--- src/rtl/bht_update_buffer.sv ---
// bht_update_buffer
//
// Queues BHT training updates for resolved conditional branches and drains
// them to the BHT through a valid/ready handshake. JUMPs are filtered out.
// Saturating statistics count conditional branches, mispredicts and updates
// dropped because the queue was full.
//
// Ports:
//   clk_i, rst_i            clock, asynchronous active-high reset
//   flush_i                 discard every queued update
//   resolve_*_i             resolved control-flow outcome from execute
//   bht_update_valid_o      head entry available (first-word fall-through)
//   bht_update_pc_o/taken_o head entry contents
//   bht_update_ready_i      BHT accepts the head entry
//   level_o                 current queue occupancy
//   cond_count_o            resolved conditional branches (saturating)
//   mispredict_count_o      mispredicted conditional branches (saturating)
//   drop_count_o            updates lost to a full queue (saturating)
module bht_update_buffer #(
  parameter int VLEN  = 64,
  parameter int DEPTH = 4,
  parameter int CNT_W = 16
) (
  input  logic                     clk_i,
  input  logic                     rst_i,
  input  logic                     flush_i,
  input  logic                     resolve_valid_i,
  input  logic [VLEN-1:0]          resolve_pc_i,
  input  logic                     resolve_is_cond_i,
  input  logic                     resolve_taken_i,
  input  logic                     resolve_mispredict_i,
  output logic                     bht_update_valid_o,
  output logic [VLEN-1:0]          bht_update_pc_o,
  output logic                     bht_update_taken_o,
  input  logic                     bht_update_ready_i,
  output logic [$clog2(DEPTH):0]   level_o,
  output logic [CNT_W-1:0]         cond_count_o,
  output logic [CNT_W-1:0]         mispredict_count_o,
  output logic [CNT_W-1:0]         drop_count_o
);

  localparam int PTR_W = $clog2(DEPTH);
  localparam int LVL_W = PTR_W + 1;
  localparam int NCNT  = 3;

  // Entry storage; never reset, contents are only observed while level != 0.
  logic [VLEN-1:0]  pc_mem    [DEPTH];
  logic             taken_mem [DEPTH];

  logic [PTR_W-1:0] rd_ptr_reg;
  logic [PTR_W-1:0] wr_ptr_reg;
  logic [LVL_W-1:0] level_reg;
  logic [LVL_W-1:0] level_next;

  logic             cand;
  logic             deq;
  logic             full;
  logic             enq;
  logic             drop;
  logic [NCNT-1:0]  cnt_inc;

  always_comb begin
    cand = resolve_valid_i & resolve_is_cond_i;
    full = (level_reg == LVL_W'(DEPTH));
    // A flush wins over any handshake in the same cycle.
    deq  = (level_reg != '0) & bht_update_ready_i & ~flush_i;
    // A full queue still accepts when the head leaves in the same cycle.
    enq  = cand & ~flush_i & (~full | deq);
    // Candidates discarded by a flush are not drops.
    drop = cand & ~flush_i & full & ~deq;

    level_next = level_reg + LVL_W'(enq) - LVL_W'(deq);

    // Statistics count every candidate whether or not it was queued.
    cnt_inc[0] = cand;
    cnt_inc[1] = cand & resolve_mispredict_i;
    cnt_inc[2] = drop;
  end

  always_ff @(posedge clk_i or posedge rst_i) begin
    if (rst_i) begin
      rd_ptr_reg <= '0;
      wr_ptr_reg <= '0;
      level_reg  <= '0;
    end else if (flush_i) begin
      rd_ptr_reg <= '0;
      wr_ptr_reg <= '0;
      level_reg  <= '0;
    end else begin
      // DEPTH is a power of two, so pointer overflow wraps modulo DEPTH.
      if (enq) wr_ptr_reg <= wr_ptr_reg + PTR_W'(1);
      if (deq) rd_ptr_reg <= rd_ptr_reg + PTR_W'(1);
      level_reg <= level_next;
    end
  end

  always_ff @(posedge clk_i) begin
    if (enq) begin
      pc_mem[wr_ptr_reg]    <= resolve_pc_i;
      taken_mem[wr_ptr_reg] <= resolve_taken_i;
    end
  end

  // Outputs come only from registered state: no resolve_* input reaches them
  // combinationally, so a candidate is never bypassed to the output.
  assign bht_update_valid_o = (level_reg != '0);
  assign bht_update_pc_o    = pc_mem[rd_ptr_reg];
  assign bht_update_taken_o = taken_mem[rd_ptr_reg];
  assign level_o            = level_reg;

  // Saturating statistics counters: 0 = cond, 1 = mispredict, 2 = drop.
  genvar gi;
  generate
    for (gi = 0; gi < NCNT; gi++) begin : g_cnt
      logic [CNT_W-1:0] cnt_reg;
      always_ff @(posedge clk_i or posedge rst_i) begin
        if (rst_i) begin
          cnt_reg <= '0;
        end else if (cnt_inc[gi] && (cnt_reg != '1)) begin
          cnt_reg <= cnt_reg + CNT_W'(1);
        end
      end
    end
  endgenerate

  assign cond_count_o       = g_cnt[0].cnt_reg;
  assign mispredict_count_o = g_cnt[1].cnt_reg;
  assign drop_count_o       = g_cnt[2].cnt_reg;

endmodule

--- config.mk ---
export PLATFORM = sky130hd
export DESIGN_NAME = bht_update_buffer
export DESIGN_NICKNAME = d
export VERILOG_FILES = /design/src/rtl/bht_update_buffer.sv
export SDC_FILE = /design/constraint.sdc
export NUM_CORES = 1
export LEC_CHECK = 0
export ABC_AREA = 1
export CAP_MARGIN = 5
export CORE_ASPECT_RATIO = 0.75
export CORE_MARGIN = 3
export CORE_UTILIZATION = 63
export DETAILED_ROUTE_END_ITERATION = 12
export DONT_BUFFER_PORTS = 1
export HOLD_SLACK_MARGIN = 0.03
export PLACE_DENSITY = 0.77
export SYNTH_ARGS = -nofsm -noshare
export SYNTH_HDL_FRONTEND = slang
export SYNTH_SLANG_ARGS = --single-unit
--- constraint.sdc ---
create_clock -name clk_i -period 5.06 [get_ports clk_i]
set_input_delay 0.506 -clock clk_i [delete_from_list [all_inputs] [get_ports clk_i]]
set_output_delay 0.506 -clock clk_i [all_outputs]
set_load 0.005 [all_outputs]
==> results.yml <==
setup_path:
  crit_type: "flip-flop to output port"
  endpoint_kind: "output port"
  crit_path_start_kind: "flip-flop"
  cp.required_ns: 4.55
  crit_arrival_ns: 2.81
  cp_max_fo: 93
layout:
  layout_common_cells: "edfxtp_1 (260), nand2_1 (196), nor2_1 (182)"
  layout_commonest_cell: "edfxtp_1"
  layout-drive-gt1-share_pct: 8.465
  largest_reg_flops: 256
  max_flop_register: "pc_mem"
  final_nets: 1263
  area_growth_pct: 14.77
route:
  first_iter_violations: 861
  avgViaCountPerCell: 5.934
  drt_pre_antenna_iters: 5
  via_count: 8669
  drc: 0
  wl_mm: 28.93
  drtAntennaViolNets: 0
  wl_per_cell_um: 19.80
die:
  ios: 189
  rows: 44
  die-width_um: 172.1
  die_h_um: 130.5
  initial_core_util_pct: 65.74
  dieArea_um2: 22460
  coreArea_um2: 19820
clock_network:
  cts_buffer_depth: 3
  numCtsBuffers: 30
  worstSkewPairLatency_ns: 0.57
  cts_root_buffer: "clkbuf_16"
  clk_pin_slew_ns: 0.07
  cts_sinks: 315
  cts_resized: 0
  htreeDepth: 1
  cts_tree: "built"
global_routing:
  gr-total-overflow: 0
  grt_start_max_net_pins: 117
  grt_first_pass_wirelength_mm: 44.37
  antenna_found_initial: 2
  grt_use_total_pct: 25.12
  grt_pass1_vias: 8175
sta:
  rsz0062_at_grt: "no"
  fmax_mhz: 301.6
  hold_violations: 0
  finalClockSkew_ns: 0.02798
  period_share_pct: 65.53
  slew_viol_final: 0
  fin_crit_ns: 3.316
  finalSetupViolCount: 0
  worstMarginPinSlew_ns: 1.125
  slew_headroom_pct: 24.88
  setup_tns_ns: 0
synthesis:
  syn_area_um2: 13030
  ys_types: 30
  synth_fp_nets: 1201
  synth-edff-count: 260
  ys_ff_latch: 315
  synth_warnings: 0
  synth_ff_type: "edfxtp_1"
  syn_inst: 1119
  ys_seq_area_share_pct: 70.49
  synth.avg_cell_area_um2: 11.64
  ys_async_sr_fraction_pct: 17.46
power:
  powerDensity_nw_per_um2: 430.8
  p_leak_nw: 5.433
  total_power_mw: 6.442
  vdd_drop_max_mv: 0.3224
placed_design:
  gp_congestion: 0.8860
  dp_hpwl_mm: 16.52
  io_buffers: 0
run_status:
  outcome: "completed"
flow_run:
  cap_violations: 0
worst_hold_path:
  hold_class: "primary input to flip-flop"
[synthesized netlist by cell type (6+ instances only)]
master	count	area, um^2
buf_6	6	67.56
edfxtp_1	260	7807
inv_2	7	26.28
nand2_1	196	735.7
buf_2	11	55.05
nor2_1	186	698.2
o21ai_0	142	710.7
xor2_1	15	131.4
clkbuf_1	30	112.6
inv_1	48	180.2
dfrtp_1	55	1376
xnor2_1	7	61.31
nand4_1	14	87.58
ha_1	9	112.6
o21ai_2	11	96.34
nand3_1	31	155.2
o22ai_1	65	406.6
[logic make-up (layout without fill, tap and decap cells)]
logic type | Yosys count | count (layout) | share of synthesized area (%)
AO/OA/AOI/OAI | 224 | 224 | 9.565
XOR/XNOR | 22 | 22 | 1.479
adder cells (fa/ha/maj) | 10 | 10 | 1.018
buffers and inverters | 106 | 192 | 3.601
other | 0 | 3 | 0
AND/OR/NAND/NOR | 442 | 442 | 13.85
flip-flops | 315 | 315 | 70.49
[metrics by stage]
| step | utilization [%] | instances | instance area [um^2] | setup WS (ns) | hold slack (ns) |
|---|---|---|---|---|---|
| 4_1_cts | 74.25 | 1435 | 14720 | 1.768 | 0.03198 |
| 3_3_place_gp | 66.60 | 1332 | 13200 | 2.174 | 0.2856 |
| 3_5_place_dp | 66.60 | 1332 | 13200 | 2.108 | 0.2866 |
| 6_report | 75.45 | 1461 | 14950 | 1.744 | 0.1260 |
| 5_1_grt | 75.44 | 1460 | 14950 | 1.528 | 0.1631 |
| 2_1_floorplan | - | 1119 | 13030 | 0.9369 | 0.5029 |
[path summary, 6_finish.rpt]
check | start | to | slack [ns] | cells after the start
min | flush_i | level_o[2]$_DFF_PP0_ | 0.13 | 3
min in group asynchronous | rst_i | drop_count_o[6]$_DFFE_PP0P_ | 0.29 | 2
max reg2reg | level_o[1]$_DFF_PP0_ | pc_mem[2][8]$_DFFE_PP_ | 2.26 | 5
max | rd_ptr_reg[0]$_DFFE_PP0P_ | bht_update_pc_o[48] | 1.74 | 4
max in group asynchronous | rst_i | rd_ptr_reg[0]$_DFFE_PP0P_ | 3.85 | 3
min reg2reg | cond_count_o[12]$_DFFE_PP0P_ | cond_count_o[12]$_DFFE_PP0P_ | 0.57 | 1
[cell type report]
cell class	count	area, um^2
flip-flops and latches	315	9189
fillers	1238	4866
multi-input cells	698	3406
repair buffers	80	775.7
clock buffers	32	758.2
well taps	253	316.6
clock inverters	24	286.5
inverters	56	214.0
diodes	3	7.507
[power breakdown]
| group | internal, mW | switching (mW) |
|---|---|---|
| clock network | 1.35 | 0.981 |
| logic | 0.301 | 0.706 |
| registers | 2.94 | 0.160 |
| total | 4.60 | 1.85 |
[timing repair]
action,4_1_cts,5_1_grt
buffers inserted,0,0
hold buffers,47,23
hold endpoints to repair,184,87
[layer usage]
metal	wire (um)	GRT usage (%)	vias to the layer above	share of wire, %
met3	2895	8.000	52	10
met1	12100	35.61	4181	42
met5	0	0	-	0
met2	13290	38.48	383	46
met4	650	6.757	0	2.2
li1	-	-	4053	-
[critical path, stage by stage, from the launching register on]
cell	delay, ns
dfrtp_4	0.58
inv_4	0.64
buf_4	0.48
o21ai_0	0.18
o22ai_1	0.35
(Power assumes the default switching activity.)
